### src/rtl/lfsr_pkg.sv
// Shared LFSR helpers: Galois step function and common polynomial/seed constants.
package lfsr_pkg;

  localparam int unsigned STEP_W = 32;

  localparam logic [7:0]  POLY8  = 8'hB8;
  localparam logic [15:0] POLY16 = 16'hB400;
  localparam logic [31:0] POLY32 = 32'hA3000000;
  localparam logic [15:0] SEED16 = 16'hACE1;

  // One Galois step. Narrower LFSRs pass zero-extended state and poly; the upper bits stay zero.
  function automatic logic [STEP_W-1:0] lfsr_galois_step(input logic [STEP_W-1:0] state,
                                                         input logic [STEP_W-1:0] poly);
    logic [STEP_W-1:0] shifted;
    shifted = state >> 1;
    return state[0] ? (shifted ^ poly) : shifted;
  endfunction

endpackage

### src/rtl/lfsr_stream_core.sv
// LFSR state register with seed load, zero-seed lockup guard and STEPS-unrolled advance.
module lfsr_core
  import lfsr_pkg::*;
#(
  parameter int unsigned     WIDTH        = 16,
  parameter logic [WIDTH-1:0] POLY        = POLY16,
  parameter logic [WIDTH-1:0] SEED_DEFAULT = SEED16,
  parameter int unsigned     STEPS        = 1
) (
  input  logic             clock,
  input  logic             reset,
  input  logic             advance,
  input  logic             seed_load,
  input  logic [WIDTH-1:0] seed,
  output logic [WIDTH-1:0] state,
  output logic             lockup
);

  logic [WIDTH-1:0] next_state_c;
  logic             seed_zero_c;

  // Apply the Galois step STEPS times per delivered sample.
  always_comb begin
    next_state_c = state;
    for (int unsigned i = 0; i < STEPS; i++) begin
      next_state_c = WIDTH'(lfsr_galois_step(STEP_W'(next_state_c), STEP_W'(POLY)));
    end
  end

  assign seed_zero_c = (seed == '0);

  // A zero seed would lock the register; substitute the default and flag it for one cycle.
  always_ff @(posedge clock or posedge reset) begin
    if (reset) begin
      state  <= SEED_DEFAULT;
      lockup <= 1'b0;
    end else begin
      lockup <= 1'b0;
      if (seed_load) begin
        state  <= seed_zero_c ? SEED_DEFAULT : seed;
        lockup <= seed_zero_c;
      end else if (advance) begin
        state <= next_state_c;
      end
    end
  end

endmodule

### src/rtl/lfsr_stream.sv
// Parametrised Galois LFSR source with seed load, enable and a valid/ready output stream.
// Optional accepted-sample counter when LFSR_STREAM_COUNT_EN is defined.
module lfsr_stream
  import lfsr_pkg::*;
#(
  parameter int unsigned      WIDTH        = 16,
  parameter logic [WIDTH-1:0] POLY         = POLY16,
  parameter logic [WIDTH-1:0] SEED_DEFAULT = SEED16,
  parameter int unsigned      STEPS        = 1
) (
  input  logic             clock,
  input  logic             reset,
  input  logic             enable,
  input  logic             seed_load,
  input  logic [WIDTH-1:0] seed,
  output logic [WIDTH-1:0] m_data,
  output logic             m_valid,
  input  logic             m_ready,
`ifdef LFSR_STREAM_COUNT_EN
  output logic [31:0]      sample_count,
`endif
  output logic             lockup
);

  logic [WIDTH-1:0] state;
  logic             slot_free_c;
  logic             advance_c;

  // The output slot can take a new sample when empty or being drained this cycle.
  assign slot_free_c = !m_valid || m_ready;
  assign advance_c   = enable && slot_free_c && !seed_load;

  lfsr_core #(
    .WIDTH        (WIDTH),
    .POLY         (POLY),
    .SEED_DEFAULT (SEED_DEFAULT),
    .STEPS        (STEPS)
  ) u_core (
    .clock     (clock),
    .reset     (reset),
    .advance   (advance_c),
    .seed_load (seed_load),
    .seed      (seed),
    .state     (state),
    .lockup    (lockup)
  );

  // Output register; a seed load flushes any pending sample.
  always_ff @(posedge clock or posedge reset) begin
    if (reset) begin
      m_data  <= '0;
      m_valid <= 1'b0;
    end else if (seed_load) begin
      m_valid <= 1'b0;
    end else if (advance_c) begin
      m_data  <= state;
      m_valid <= 1'b1;
    end else if (!enable && m_ready) begin
      m_valid <= 1'b0;
    end
  end

`ifdef LFSR_STREAM_COUNT_EN
  always_ff @(posedge clock or posedge reset) begin
    if (reset) begin
      sample_count <= '0;
    end else if (seed_load) begin
      sample_count <= '0;
    end else if (m_valid && m_ready) begin
      sample_count <= sample_count + 32'(1);
    end
  end
`endif

endmodule

### config.mk
export PLATFORM = sky130hd
export DESIGN_NAME = lfsr_stream
export DESIGN_NICKNAME = d
export VERILOG_FILES = /design/src/rtl/lfsr_pkg.sv /design/src/rtl/lfsr_stream_core.sv /design/src/rtl/lfsr_stream.sv
export SDC_FILE = /design/constraint.sdc
export NUM_CORES = 1
export LEC_CHECK = 0
export BUFFER_PORTS_ARGS = -buffer_cell sky130_fd_sc_hd__buf_2
export CORE_MARGIN = 8
export CORE_UTILIZATION = 55
export CTS_BUF_LIST = sky130_fd_sc_hd__clkbuf_4
export DETAILED_ROUTE_END_ITERATION = 6
export GPL_TIMING_DRIVEN = 0
export PLACE_DENSITY = 0.87
export SLEW_MARGIN = 20
export SYNTH_ARGS = -nofsm -noshare
export SYNTH_HDL_FRONTEND = slang
export SYNTH_SLANG_ARGS = --single-unit
export TNS_END_PERCENT = 20
### constraint.sdc
create_clock -name clock -period 2.21 [get_ports clock]
set_input_delay 0.1105 -clock clock [delete_from_list [all_inputs] [get_ports clock]]
set_output_delay 0.1105 -clock clock [all_outputs]
set_load 0.005 [all_outputs]
==> results of run 1 <==
[worst max-delay path by stage]
stage,start,to,slack [ns],cells past startpoint
2_1_floorplan,m_valid,m_data[0],0.70,5
3_3_place_gp,m_valid,m_data[9],0.53,5
3_5_place_dp,m_valid,m_data[8],0.53,5
4_1_cts,m_valid,m_data[8],0.50,5
5_1_grt,m_valid,m_data[8],0.39,5
6_report,seed[4],u_core.state[5],0.50,7
[flip-flops by register name, summed over array words and instances (netlist names)]
| name | count |
|---|---|
| u_core.state | 16 |
| m_data | 16 |
| u_core.lockup | 1 |
| m_valid | 1 |
[cells in the mapped netlist, types with 2 or more instances]
cell                       instances  area, um2
sky130_fd_sc_hd__a21oi_1           2       10.0
sky130_fd_sc_hd__buf_4             2       15.0
sky130_fd_sc_hd__buf_6             2       22.5
sky130_fd_sc_hd__clkbuf_1          4       15.0
sky130_fd_sc_hd__dfrtp_1          26        651
sky130_fd_sc_hd__dfstp_2           8        210
sky130_fd_sc_hd__inv_1             4       15.0
sky130_fd_sc_hd__mux2_2           16        180
sky130_fd_sc_hd__mux2i_1          16        160
sky130_fd_sc_hd__nand2_1          15       56.3
sky130_fd_sc_hd__nor4_1            3       18.8
sky130_fd_sc_hd__o211ai_1          8       60.1
sky130_fd_sc_hd__o21ai_0           7       35.0
sky130_fd_sc_hd__xor2_1            3       26.3
[through the flow]
| step | cell area, um2 | power (uW) | setup slack [ns] | hold WS (ns) |
|---|---|---|---|---|
| global route | 1870 | 1510 | 0.394 | 0.00311 |
| global placement | 1740 | 1090 | 0.531 | 0.330 |
| finish | 1870 | 1430 | 0.503 | 0.00271 |
| detailed placement | 1740 | 1100 | 0.528 | 0.253 |
| CTS | 1870 | 1450 | 0.498 | 0.000239 |
| floorplan | 1510 | 966 | 0.699 | 0.227 |
[power by group through the flow]
| stage | clock network, uW | registers, uW | logic, uW |
|---|---|---|---|
| final | 340 | 790 | 301 |
| after global routing | 371 | 804 | 333 |
| after CTS | 348 | 791 | 308 |
| after detailed placement | 0 | 803 | 296 |
| after global placement | 0 | 797 | 289 |
| after floorplan | 0 | 802 | 165 |
[routing by layer]
layer / part of all wire [%] / GRT usage, % / wire length [um]
met3: 5.3 / 4.91 / 171
met2: 50 / 24.9 / 1610
met5: 0 / 0 / 0
met4: 2.0 / 8.44 / 65
met1: 43 / 18.3 / 1390
[worst register-to-register path, delay by kind of cell, from the launching register on]
kind	cells	cell delay [ns]
buf+inv	1	0.21
flops	1	0.39
mux	1	0.34
simple gates	3	0.64
[final cells by class]
cell class                      count  area (um2)
Multi-Input combinational cell     76         586
Timing Repair Buffer               45         265
Tap cell                           31        38.8
Buffer                              8        52.6
Inverter                            4        15.0
Clock inverter                      2        8.76
Fill cell                         180         815
Sequential cell                    34         861
Clock buffer                        6        45.0
[cell families after synthesis]
group,count (synthesis)
muxes,32
xor gates and xnor gates,3
buffers and inverters,12
AOI/OAI and AO/OA,17
and+or+nand+nor,24
DFF,34
==> results.md, run 1 <==
Outcome:
- The flow ran to the end, and the final reports show no timing, DRC or antenna violations.

Global route:
- The initial antenna violation count is 0.
- The first global-routing pass estimated around 5400 um of wire.
- Entering global routing, the biggest net connects 35 pins.
- The overall routing resource usage is 15.6%.
- The via count of the first global-routing pass is roughly 1200.
- The total congestion overflow is 0.

Power:
- The worst ir drop on vdd is about 0.48 mV.
- The share of total power dissipated in combinational logic is about a fifth.
- Per report_power, the sequential group accounts for between 50% and 60% of the total.
- Of the total power, the share spent switching nets is 27.7%.
- In this run the static leakage power is approximately 0.00092 uW.
- The internal power of the cells is between 1000 and 1500 uW.
- The clock network power share is between 20% and 30%.
- The analysis attributes to net switching a power of 396 uW.
- Dividing total power by cell area gives a power density of around 760 nW/um2.

STA:
- Setup repair after global routing left no endpoint under its margin.
- The smallest clock period supported by the final layout is computed as between 1.5 and 2 ns.
- The pin slew with the least headroom to its limit is a little under 0.7 ns.
- The number of failing setup endpoints in the final timing report is 0.
- Across the routed clock network, the largest skew measured is 0.0142 ns.
- The final total negative setup slack is 0 ns.
- Headroom to the max-slew limit came out at 54.8%.
- The final critical path takes up 77.2% of the cycle.
- The maximum operating frequency is slightly below 600 MHz.
- The final hold violation count was 0.
- The count of final max-slew check failures was 0.

Synth:
- Sequential elements use ~57% of the synthesized area.
- The dominant register cell in the synthesized netlist is sky130_fd_sc_hd__dfrtp_1.
- The post-synthesis compound-gate area fraction is approximately 7%.
- The average instance area after synthesis is ~12 um2.
- After Yosys synthesis, and, or, nand and nor cells account for 7.52% of the synthesized area.
- Multiplexer cells account for around 22% of the synthesized area.
- The share of synthesized registers carrying an async set or reset is 100%.
- The post-synth net total is 143.
- The xor and xnor area share after synthesis is about 1.7%.
- For this run, the number of Yosys warnings is 0.
- The share of synthesized cell area in full adder, half adder and majority cells is 0%.
- The number of flops mapped to enable cells by yosys is 0.
- The largest family of logic cells by synthesized area is multiplexers.
- Yosys mapped the design onto 20 distinct sky130hd cell types.
- The register bit count reported by yosys is 34.
- The cell count after synthesis is around 120.
- The cell area after synthesis is between 1500 and 2000 um2.

Critical path:
- Measured in cells, the most critical reg-to-reg path has a length of 5.
- STA puts the critical path data arrival time at approximately 2 ns.
- Data on the critical path is required at its endpoint by around 2.5 ns.
- The critical-path maximum fanout is 9.
- In this run the critical register-to-register path is captured at m_data[9].
- Among all stages on the critical path, the largest delay is contributed by sky130_fd_sc_hd__dlygate4sd3_1.
- The largest single stage delay on the critical path is approximately 0.52 ns.
- The signal on the critical path passes through dlygate4sd3_1 > buf_2 > nor4_1 > nand4_1 > or4_1 > buf_6 > o211ai_1.
- Across all register-to-register paths, the minimum setup slack is 0.50 ns.
- The combined buffer and inverter count along the critical path is 3.
- The setup path with the least slack is of type in2reg.
- The startpoint identified for the worst register-to-register timing path is m_valid.
- The type of element launching the critical path is an input pin.
- Among cell families on the critical path, the largest total delay comes from simple AND/OR/NAND/NOR gates.
- The critical path endpoint category is a register.

Clock tree:
- Clock-pin slew was measured on the worst setup and hold paths at between 0.1 and 0.15 ns.
- The count of hold-fix buffers inserted at cts is 8.
- The H-tree was split into 2 levels.
- The post-cts sizing count is 0.
- The clock latency reported for the late side of the worst-skew pair is approximately 0.34 ns.
- The total number of clock tree sinks is 34.
- The CTS tree is built.
- The number of buffers added for setup after CTS is 0.
- In this run the deepest clock path goes through 2 buffers.
- The clock root buffer is sky130_fd_sc_hd__clkbuf_4.
- The clock buffer count from CTS is 5.

Floorplan:
- In this run the count of I/O pins placed on the die edge is 39.
- The initial cell density of the core is 56.4%.
- The floorplan step set the die height to 68.5 um.
- The die covers roughly 4700 um2.
- The core region area is between 2000 and 3000 um2.
- The floorplan step set the die width to 68.5 um.
- The number of rows created at floorplan is 19.

Finish:
- The library cell used most frequently in the layout, excluding fill and tap cells, is sky130_fd_sc_hd__buf_2.
- The layout overhead on the synthesized area is 23.6%.
- The count of non-filler cells in the finished layout is 206.
- The post-layout utilization of the core is between 60% and 70%.
- In the layout the commonest cells are sky130_fd_sc_hd__buf_2, sky130_fd_sc_hd__dfrtp_1, sky130_fd_sc_hd__mux2_2, sky130_fd_sc_hd__mux2i_1, sky130_fd_sc_hd__nand2_1.
- The number of antenna repair diodes is 0.
- The share of layout cells above drive strength 1 is ~43%.
- The net total in the final layout is slightly below 200.

Drt:
- The final routed DRC violation total is 0.
- In this run, the number of DRC markers left after iteration 0 of detailed routing was 43.
- The count of nets left with antenna violations once routing finished came out at 0.
- For this block, the via count after detailed routing is ~1100.
- The aggregate routed wire length is 3230 um.
- In the routed layout, each cell is associated on average with a via count of ~5.4.
- In the final routed layout, each cell accounts on average for 15.7 um.
- The first TritonRoute pass finished after 4 iterations.

Placed design:
- The weighted congestion reported at the end of routability-driven placement is a little under 0.8.
- The number of buffers added on ports is 37.
- The HPWL after detailed placement is approximately 2300 um.
- Including well taps, the total number of placed cells is 190.

Hold path:
- The source of the worst hold timing path is seed[7].
- The endpoint of the worst hold path is u_core.state[7].
- The cell depth of the worst hold path is 3.
- The min-delay analysis places its worst path in the category in2reg.

Run:
- The count of maximum capacitance violations is 0.
No activity file was read; power rests on OpenSTA's default activity.
==> run 2: changes to the inputs <==
Settings changed: CORE_UTILIZATION 55 to 54, PLACE_DENSITY 0.87 to 0.86.
Clock period 2.21 ns to 1.65 ns, I/O delays scaled along.
==> run 2 against run 1 <==
Routed wire length is 13% higher. Flip-flop and latch count stayed put. Via count is 5.6% higher. Power is 37% higher. Global-route usage is 0.47 points higher. Sequential share of layout area is 2.6 points lower. Worst setup slack worse by 0.44 ns. Hold slack better by 0.022 ns. Clock power is 35% higher. Largest power group unchanged.
==> results.md, run 2 (same netlist as run 1, synthesis figures left out) <==
Clock tree:
- The clock buffer count from CTS is 5 (unchanged).
- The clock latency reported for the late side of the worst-skew pair is 0.34 ns (about the same).
- Clock tree synthesis selected as its root buffer the cell sky130_fd_sc_hd__clkbuf_4.
- The buffer depth of the longest clock path was 2 (unchanged).
- The total number of clock tree sinks was 34 (unchanged).
- The level count of the clock H-tree is 2 (unchanged).
- The post-CTS clock slew at the launch and capture registers of the worst setup and hold paths was 0.10 ns (about the same).
- The CTS tree is built.

Critical path:
- The combined buffer and inverter count along the critical path came to 2 (-1).
- The register-to-register setup slack is 0.17 ns (-0.33 ns).
- Walking the worst path, the cells encountered are dlygate4sd3_1 > buf_2 > nor4_4 > nand4_1 > or4_4 > o211ai_1.
- The delay of the slowest critical-path stage is 0.57 ns (+0.05 ns).
- The worst setup path is captured at a register.
- The gate family responsible for the most delay along the worst path is simple AND/OR/NAND/NOR gates.
- The length in cells of the worst reg-to-reg path is 5 (unchanged).
- The largest individual stage delay along the critical path comes from the cell sky130_fd_sc_hd__or4_4.
- The endpoint of the lowest-slack register-to-register path is m_data[12].
- The critical path data arrival time is 1.83 ns (-0.13 ns).
- The startpoint identified for the worst register-to-register timing path is m_valid.
- STA classifies the critical path startpoint as an input pin.
- The critical-path maximum fanout is 5 (-4).
- The class of the most critical setup path is in2reg.
- The data required time at the worst endpoint came to 1.90 ns (-0.57 ns).

Finish:
- Leaving out fill and tap cells, the most frequent cell in the layout is sky130_fd_sc_hd__buf_2.
- Compared with the post-synthesis result, the final layout area differs by 31.1%.
- In the final layout, the registers with the most flip-flops are m_data: 16 flops, u_core.state: 16 flops.
- The net total in the final layout is 200 (+2.6%).
- The area of all placed cells without fillers is 1980 um2 (+6.0%).
- The post-layout utilization of the core came to 73.2% (+3.5 points).
- The number of antenna repair diodes is 0 (unchanged).
- The share of layout cells above drive strength 1 is 44.1% (+1.3 points).
- Leaving out fill and tap cells, the most frequent cells in the layout are sky130_fd_sc_hd__buf_2, sky130_fd_sc_hd__dfrtp_1, sky130_fd_sc_hd__mux2_2, sky130_fd_sc_hd__mux2i_1, sky130_fd_sc_hd__nand2_1.

STA:
- The final hold violation count is 0 (unchanged).
- The worst path needs approximately 1.6 ns of the cycle, external delays included.
- The count of final max-slew check failures is 0 (unchanged).
- Dividing the final minimum period by the clock period gives 95.9%.
- The number of failing setup endpoints in the final timing report is 0 (unchanged).
- The worst slack on hold paths is 0.0248 ns (+0.0221 ns).
- The relative slew slack is 54.7% (-0.14 points).
- Setup repair after global routing could not meet its margin everywhere.
- The pin slew with the least headroom to its limit is 0.679 ns (+0.00217 ns).
- The maximum operating frequency is around 630 MHz.
- The worst-case clock skew is 0.00747 ns (-0.00673 ns).

Drt:
- The number of DRC violations after detailed-routing iteration 0 is 65 (+51%).
- The antenna violation net count after detailed routing was 0 (unchanged).
- The number of optimization iterations in the first detailed-route pass was 5 (+1).
- The vias per cell is 5.56 (+3.6%).
- The total vias in the final route was 1168 (+5.6%).
- The aggregate routed wire length is 3650 um (+13%).
- The final routed DRC violation total was 0 (unchanged).
- The average wire per cell in the routed design is 17.4 um (+11%).

Floorplan:
- The full die area was 4750 um2 (+1.4%).
- The die height is 69.0 um (+0.71%).
- The number of ports placed on the die boundary is 39 (unchanged).
- The number of rows created at floorplan is 19 (unchanged).
- The horizontal extent of the die is 69.0 um (+0.71%).
- The initial cell density of the core was 55.9% (-0.49 points).
- The core region area was 2710 um2 (+0.88%).

Hold path:
- The endpoint of the worst hold path is u_core.state[14].
- The worst hold path begins at seed[14].
- The tightest min-delay check is of the in2reg type.
- The cell depth of the worst hold path is 3 (unchanged).

Power:
- The net switching power of the design is 540 uW (+36%).
- The clock network power share was 23.5% (-0.3 points).
- The areal power density over the cells is 986 nW/um2 (+29%).
- The switching portion of total power was 27.6% (-0.073 points).
- The fraction of power consumed by sequential logic is 54.2% (-1.0 points).
- The leakage power of the design was 0.000976 uW (+5.7%).
- The part of the power in combinational logic is 22.4% (+1.4 points).
- The internal power of the cells came to 1420 uW (+37%).
- The worst ir drop on vdd is 0.851 mV (+76%).

Global route:
- The met2 capacity usage during global routing is 25.4% (+0.58 points).
- The total congestion overflow was 0 (unchanged).
- The first-pass GRT wire length is 5600 um (+3.8%).
- The overall routing resource usage is 16.1% (+0.47 points).
- The layer with the highest usage is met2.
- The via count of the first global-routing pass is 1208 (+3.7%).
- The global-route track usage on met3 is 6.62% (+1.7 points).
- The global routing met1 resource utilization is 19.0% (+0.65 points).
- The maximum number of pins on one net before global-route repair is 35 (unchanged).
- The initial antenna violation count is 0 (unchanged).

Placed design:
- The instance area after placement is 1740 um2 (unchanged).
- The number of buffers added on ports came to 37 (unchanged).
- The HPWL after detailed placement was 2360 um (+1.6%).
- The weighted congestion reported at the end of routability-driven placement is 0.887 (+12%).

Outcome:
- The flow ran to the end, and the final reports show no timing, DRC or antenna violations.

Run:
- The count of maximum capacitance violations is 0 (unchanged).
run 2: cell count changes in the layout (fill, tap and decap cells not counted), sizes merged:
cell / before / now
clkinv: 2 / 0
clkbuf: 10 / 11
buf: 41 / 40
dlygate4sd3: 8 / 10
or4: 1 / 2
dlymetal6s4s: 0 / 3
run 2: worst register-to-register path: cells and delay by family (launching register included):
kind | cells | cell delay (ns)
AND/OR/NAND/NOR | 3 | 0.49
flip-flops | 1 | 0.38
multiplexers | 1 | 0.35
buffers and inverters | 1 | 0.16
run 2: power groups by stage:
stage | Combinational, uW | Clock (uW) | Sequential [uW]
after global placement | 387 | 0 | 1070
after floorplan | 220 | 0 | 1070
final | 438 | 459 | 1060
after CTS | 425 | 463 | 1060
after global routing | 482 | 500 | 1080
after detailed placement | 397 | 0 | 1080
run 2: layout make-up:
type / count / area, um2
fill: 181 / 726
timing repair buffer: 50 / 325
sequential: 34 / 861
inverter: 4 / 15.0
buffer: 7 / 41.3
tap: 31 / 38.8
clock buffer: 7 / 52.6
multi-input combinational: 77 / 651
run 2: what timing repair did:
item / 4_1_cts / 5_1_grt
hold buffers: 13 / 0
gates resized for setup: 1 / 11
setup endpoints to repair: 10 / 15
endpoints found under the hold margin: 38 / 0
gates cloned: 0 / 1
setup buffers: 0 / 1
pin swaps: 0 / 6
run 2: worst max path at each step:
stage | depth (start not counted) | slack (ns) | end | from
6_report | 6 | 0.07 | u_core.state[10] | seed[8]
5_1_grt | 6 | -0.01 | u_core.state[10] | seed[8]
4_1_cts | 7 | 0.02 | u_core.state[10] | seed[7]
3_5_place_dp | 5 | -0.04 | m_data[12] | m_valid
3_3_place_gp | 5 | -0.04 | m_data[9] | m_valid
2_1_floorplan | 5 | 0.14 | m_data[0] | m_valid
run 2: stage by stage:
stage                     setup TNS, ns  std cells  power (uW)  setup WS, ns
after detailed placement         -0.265        190        1470       -0.0352
final                                 0        210        1960        0.0672
after global routing            -0.0147        210        2060       -0.0147
after floorplan                       0        122        1290         0.139
after global placement           -0.331        190        1460       -0.0360
after CTS                             0        210        1950        0.0158
run 2: metal layers:
metal  share of wire [%]  vias to the layer above
met5                   0                        -
met1                  42                      569
met3                 8.1                        6
li1                    -                      544
met2                  48                       49
met4                 1.2                        0
==> run 3: changes to the inputs <==
==> constraint.sdc (replaced) <==
create_clock -name clock -period 1.65 [get_ports clock]
set_input_delay 0.165 -clock clock [delete_from_list [all_inputs] [get_ports clock]]
set_output_delay 0.165 -clock clock [all_outputs]
set_load 0.005 [all_outputs]
==> run 3 against run 2 <==
Design area shrank 8.6%. Non-clock buffer count shrank 10. Count of clock-buffer cells in the layout is the same. Critical endpoint is now m_data[10]. Hold slack gained 0.021 ns. Worst setup slack gained 0.12 ns. Core utilization shrank 6.3 points. Global-route usage shrank 0.64 points. Fmax grew 8.0%. Critical path type is now reg2reg. Routed wire length shrank 11%. Power shrank 2.0%. Sequential share of layout area grew 4.1 points.
==> results.md, run 3 (same netlist as run 1, synthesis figures left out) <==
Critical path:
- The register-to-register setup slack was 0.18 ns (about the same).
- The critical path data arrival time is 1.69 ns (-0.14 ns).
- The total stage count of the critical path is 5 (-1).
- The critical-path maximum fanout was 10 (+5).
- The capturing instance or port of the critical path is m_data[10].
- The startpoint identified for the worst register-to-register timing path is m_valid.
- The cell family contributing the most delay on the critical path is simple AND/OR/NAND/NOR gates.
- The type of element launching the critical path is a register.
- The worst setup path is of the reg2reg kind.
- The data required time at the worst endpoint was 1.87 ns (-0.03 ns).
- The endpoint of the lowest-slack register-to-register path is m_data[10].
- The launching instance or port of the critical path is m_valid.
- The length in cells of the worst reg-to-reg path was 5 (unchanged).
- The critical path endpoint category is a register.
- The delay of the slowest critical-path stage was 0.38 ns (-0.19 ns).
- The combined buffer and inverter count along the critical path came to 1 (-1).
- The standard cell with the maximum stage delay on the critical path is sky130_fd_sc_hd__dfrtp_1.
- Walking the worst path, the cells encountered are nand2b_1 > nand2_2 > nor2_4 > buf_6 > mux2_2.

STA:
- Setup repair after global routing left no endpoint under its margin.
- The minimum clock period is 1.47 ns (-0.117 ns).
- The worst slack on hold paths was 0.0457 ns (+0.0209 ns).
- The count of final max-slew check failures was 0 (unchanged).
- The number of failing setup endpoints in the final timing report was 0 (unchanged).
- The maximum operating frequency is 682 MHz (+8.0%).
- The pin slew with the least headroom to its limit came to 0.696 ns (+0.0170 ns).
- The final hold violation count was 0 (unchanged).
- The final clock period utilization by the worst path came to 88.8% (-7.1 points).
- The relative slew slack was 53.5% (-1.1 points).
- The worst-case clock skew was 0.00719 ns (-0.000279 ns).

Global route:
- The overall routing resource usage was 15.4% (-0.64 points).
- The via count of the first global-routing pass is 1165 (-3.6%).
- The maximum number of pins on one net before global-route repair came to 35 (unchanged).
- The initial antenna violation count was 0 (unchanged).
- The first-pass GRT wire length came to 5350 um (-4.4%).
- The total congestion overflow is 0 (unchanged).

Clock tree:
- The level count of the clock H-tree is 2 (unchanged).
- The post-CTS clock slew at the launch and capture registers of the worst setup and hold paths is 0.10 ns (about the same).
- The CTS tree is built.
- In this run the clock root is driven by a sky130_fd_sc_hd__clkbuf_4.
- The total number of clock tree sinks came to 34 (unchanged).
- The buffer depth of the longest clock path is 2 (unchanged).
- The clock buffer count from CTS is 5 (unchanged).
- The clock latency reported for the late side of the worst-skew pair was 0.34 ns (about the same).

Floorplan:
- The number of rows created at floorplan came to 19 (unchanged).
- The die height was 69.0 um (unchanged).
- The horizontal extent of the die is 69.0 um (unchanged).
- The number of ports placed on the die boundary is 39 (unchanged).
- The initial cell density of the core was 55.9% (unchanged).
- The core region area was 2710 um2 (unchanged).
- The full die area is 4750 um2 (unchanged).

Drt:
- The average wire per cell in the routed design is 16.4 um (-5.6%).
- The aggregate routed wire length is 3270 um (-11%).
- The total vias in the final route came to 1076 (-7.9%).
- The number of DRC violations after detailed-routing iteration 0 is 33 (-49%).
- The number of optimization iterations in the first detailed-route pass is 4 (-1).
- The final routed DRC violation total was 0 (unchanged).
- The vias per cell is 5.41 (-2.8%).
- The antenna violation net count after detailed routing is 0 (unchanged).

Power:
- The worst ir drop on vdd is 0.844 mV (-0.79%).
- The leakage power of the design is 0.000900 uW (-7.8%).
- The overall power of the completed layout came to 1920 uW (-2.0%).
- The areal power density over the cells is 1060 nW/um2 (+7.2%).

Run:
- The count of maximum capacitance violations is 0 (unchanged).

Outcome:
- The flow ran to the end, and the final reports show no timing, DRC or antenna violations.

Finish:
- The largest registers in the layout are m_data: 16 flops, u_core.state: 16 flops.
- The number of antenna repair diodes is 0 (unchanged).
- The top cell types in the final layout, fill and taps aside, are sky130_fd_sc_hd__buf_2, sky130_fd_sc_hd__dfrtp_1, sky130_fd_sc_hd__mux2_2, sky130_fd_sc_hd__mux2i_1, sky130_fd_sc_hd__nand2_1.
- The share of layout cells above drive strength 1 is 45.2% (+1.1 points).
- The net total in the final layout is 189 (-5.5%).
- Relative to the synthesized area, the layout overhead comes to 19.8%.
- Leaving out fill and tap cells, the most frequent cell in the layout is sky130_fd_sc_hd__buf_2.

Hold path:
- The cell depth of the worst hold path is 3 (unchanged).
- The tightest min-delay check is of the in2reg type.

Placed design:
- The weighted congestion reported at the end of routability-driven placement is 0.887 (unchanged).
- The HPWL after detailed placement is 2360 um (unchanged).
- The number of buffers added on ports is 37 (unchanged).
-- run 3: how the worst min path moves through the flow --
stage / from / end
finish: seed[8] / u_core.state[8]
global route: seed[2] / u_core.state[2]
CTS: seed[8] / u_core.state[8]
detailed placement: reset / u_core.state[1]
global placement: seed[8] / u_core.state[8]
floorplan: seed[12] / u_core.state[12]
-- run 3: worst reg2reg max path, delay by kind of cell, from the launching register on --
kind / cells / cell delay (ns)
AND/OR/NAND/NOR: 3 / 0.47
flip-flops: 1 / 0.38
multiplexers: 1 / 0.35
buffers and inverters: 1 / 0.16
-- run 3: layer usage --
layer	vias up	wire, um	global-route usage, %
li1	518	-	-
met3	6	251	6.46
met1	514	1480	18.4
met2	38	1470	23.7
met4	0	63	7.27
met5	-	0	0
-- run 3: final cells by class --
class	instances	area [um2]
fill	214	897
timing repair buffer	39	203
multi-input combinational	76	591
tap	31	38.8
sequential	34	861
inverter	4	15.0
clock buffer	7	52.6
buffer	8	52.6
-- run 3: stage by stage --
stage               setup TNS, ns  cells  area, um2  util, %  setup WS [ns]
floorplan                       0    122       1510        -          0.139
global placement           -0.331    190       1740     64.1        -0.0360
detailed placement         -0.265    190       1740     64.1        -0.0352
CTS                             0    198       1810     66.6         0.0451
global route                    0    199       1810     66.9          0.118
finish                          0    199       1810     66.9          0.184
-- run 3: timing repair --
action                                  CTS  global route
gates resized for setup                   1             0
setup buffers                             0             1
pin swaps                                 0             1
hold endpoints to repair                 26             0
hold buffers                              1             0
endpoints found under the setup margin   10             7
-- run 3: report_power, final --
| part | switching [uW] | internal, uW |
|---|---|---|
| Sequential | 74.9 | 985 |
| Combinational | 179 | 217 |
| Clock | 268 | 194 |
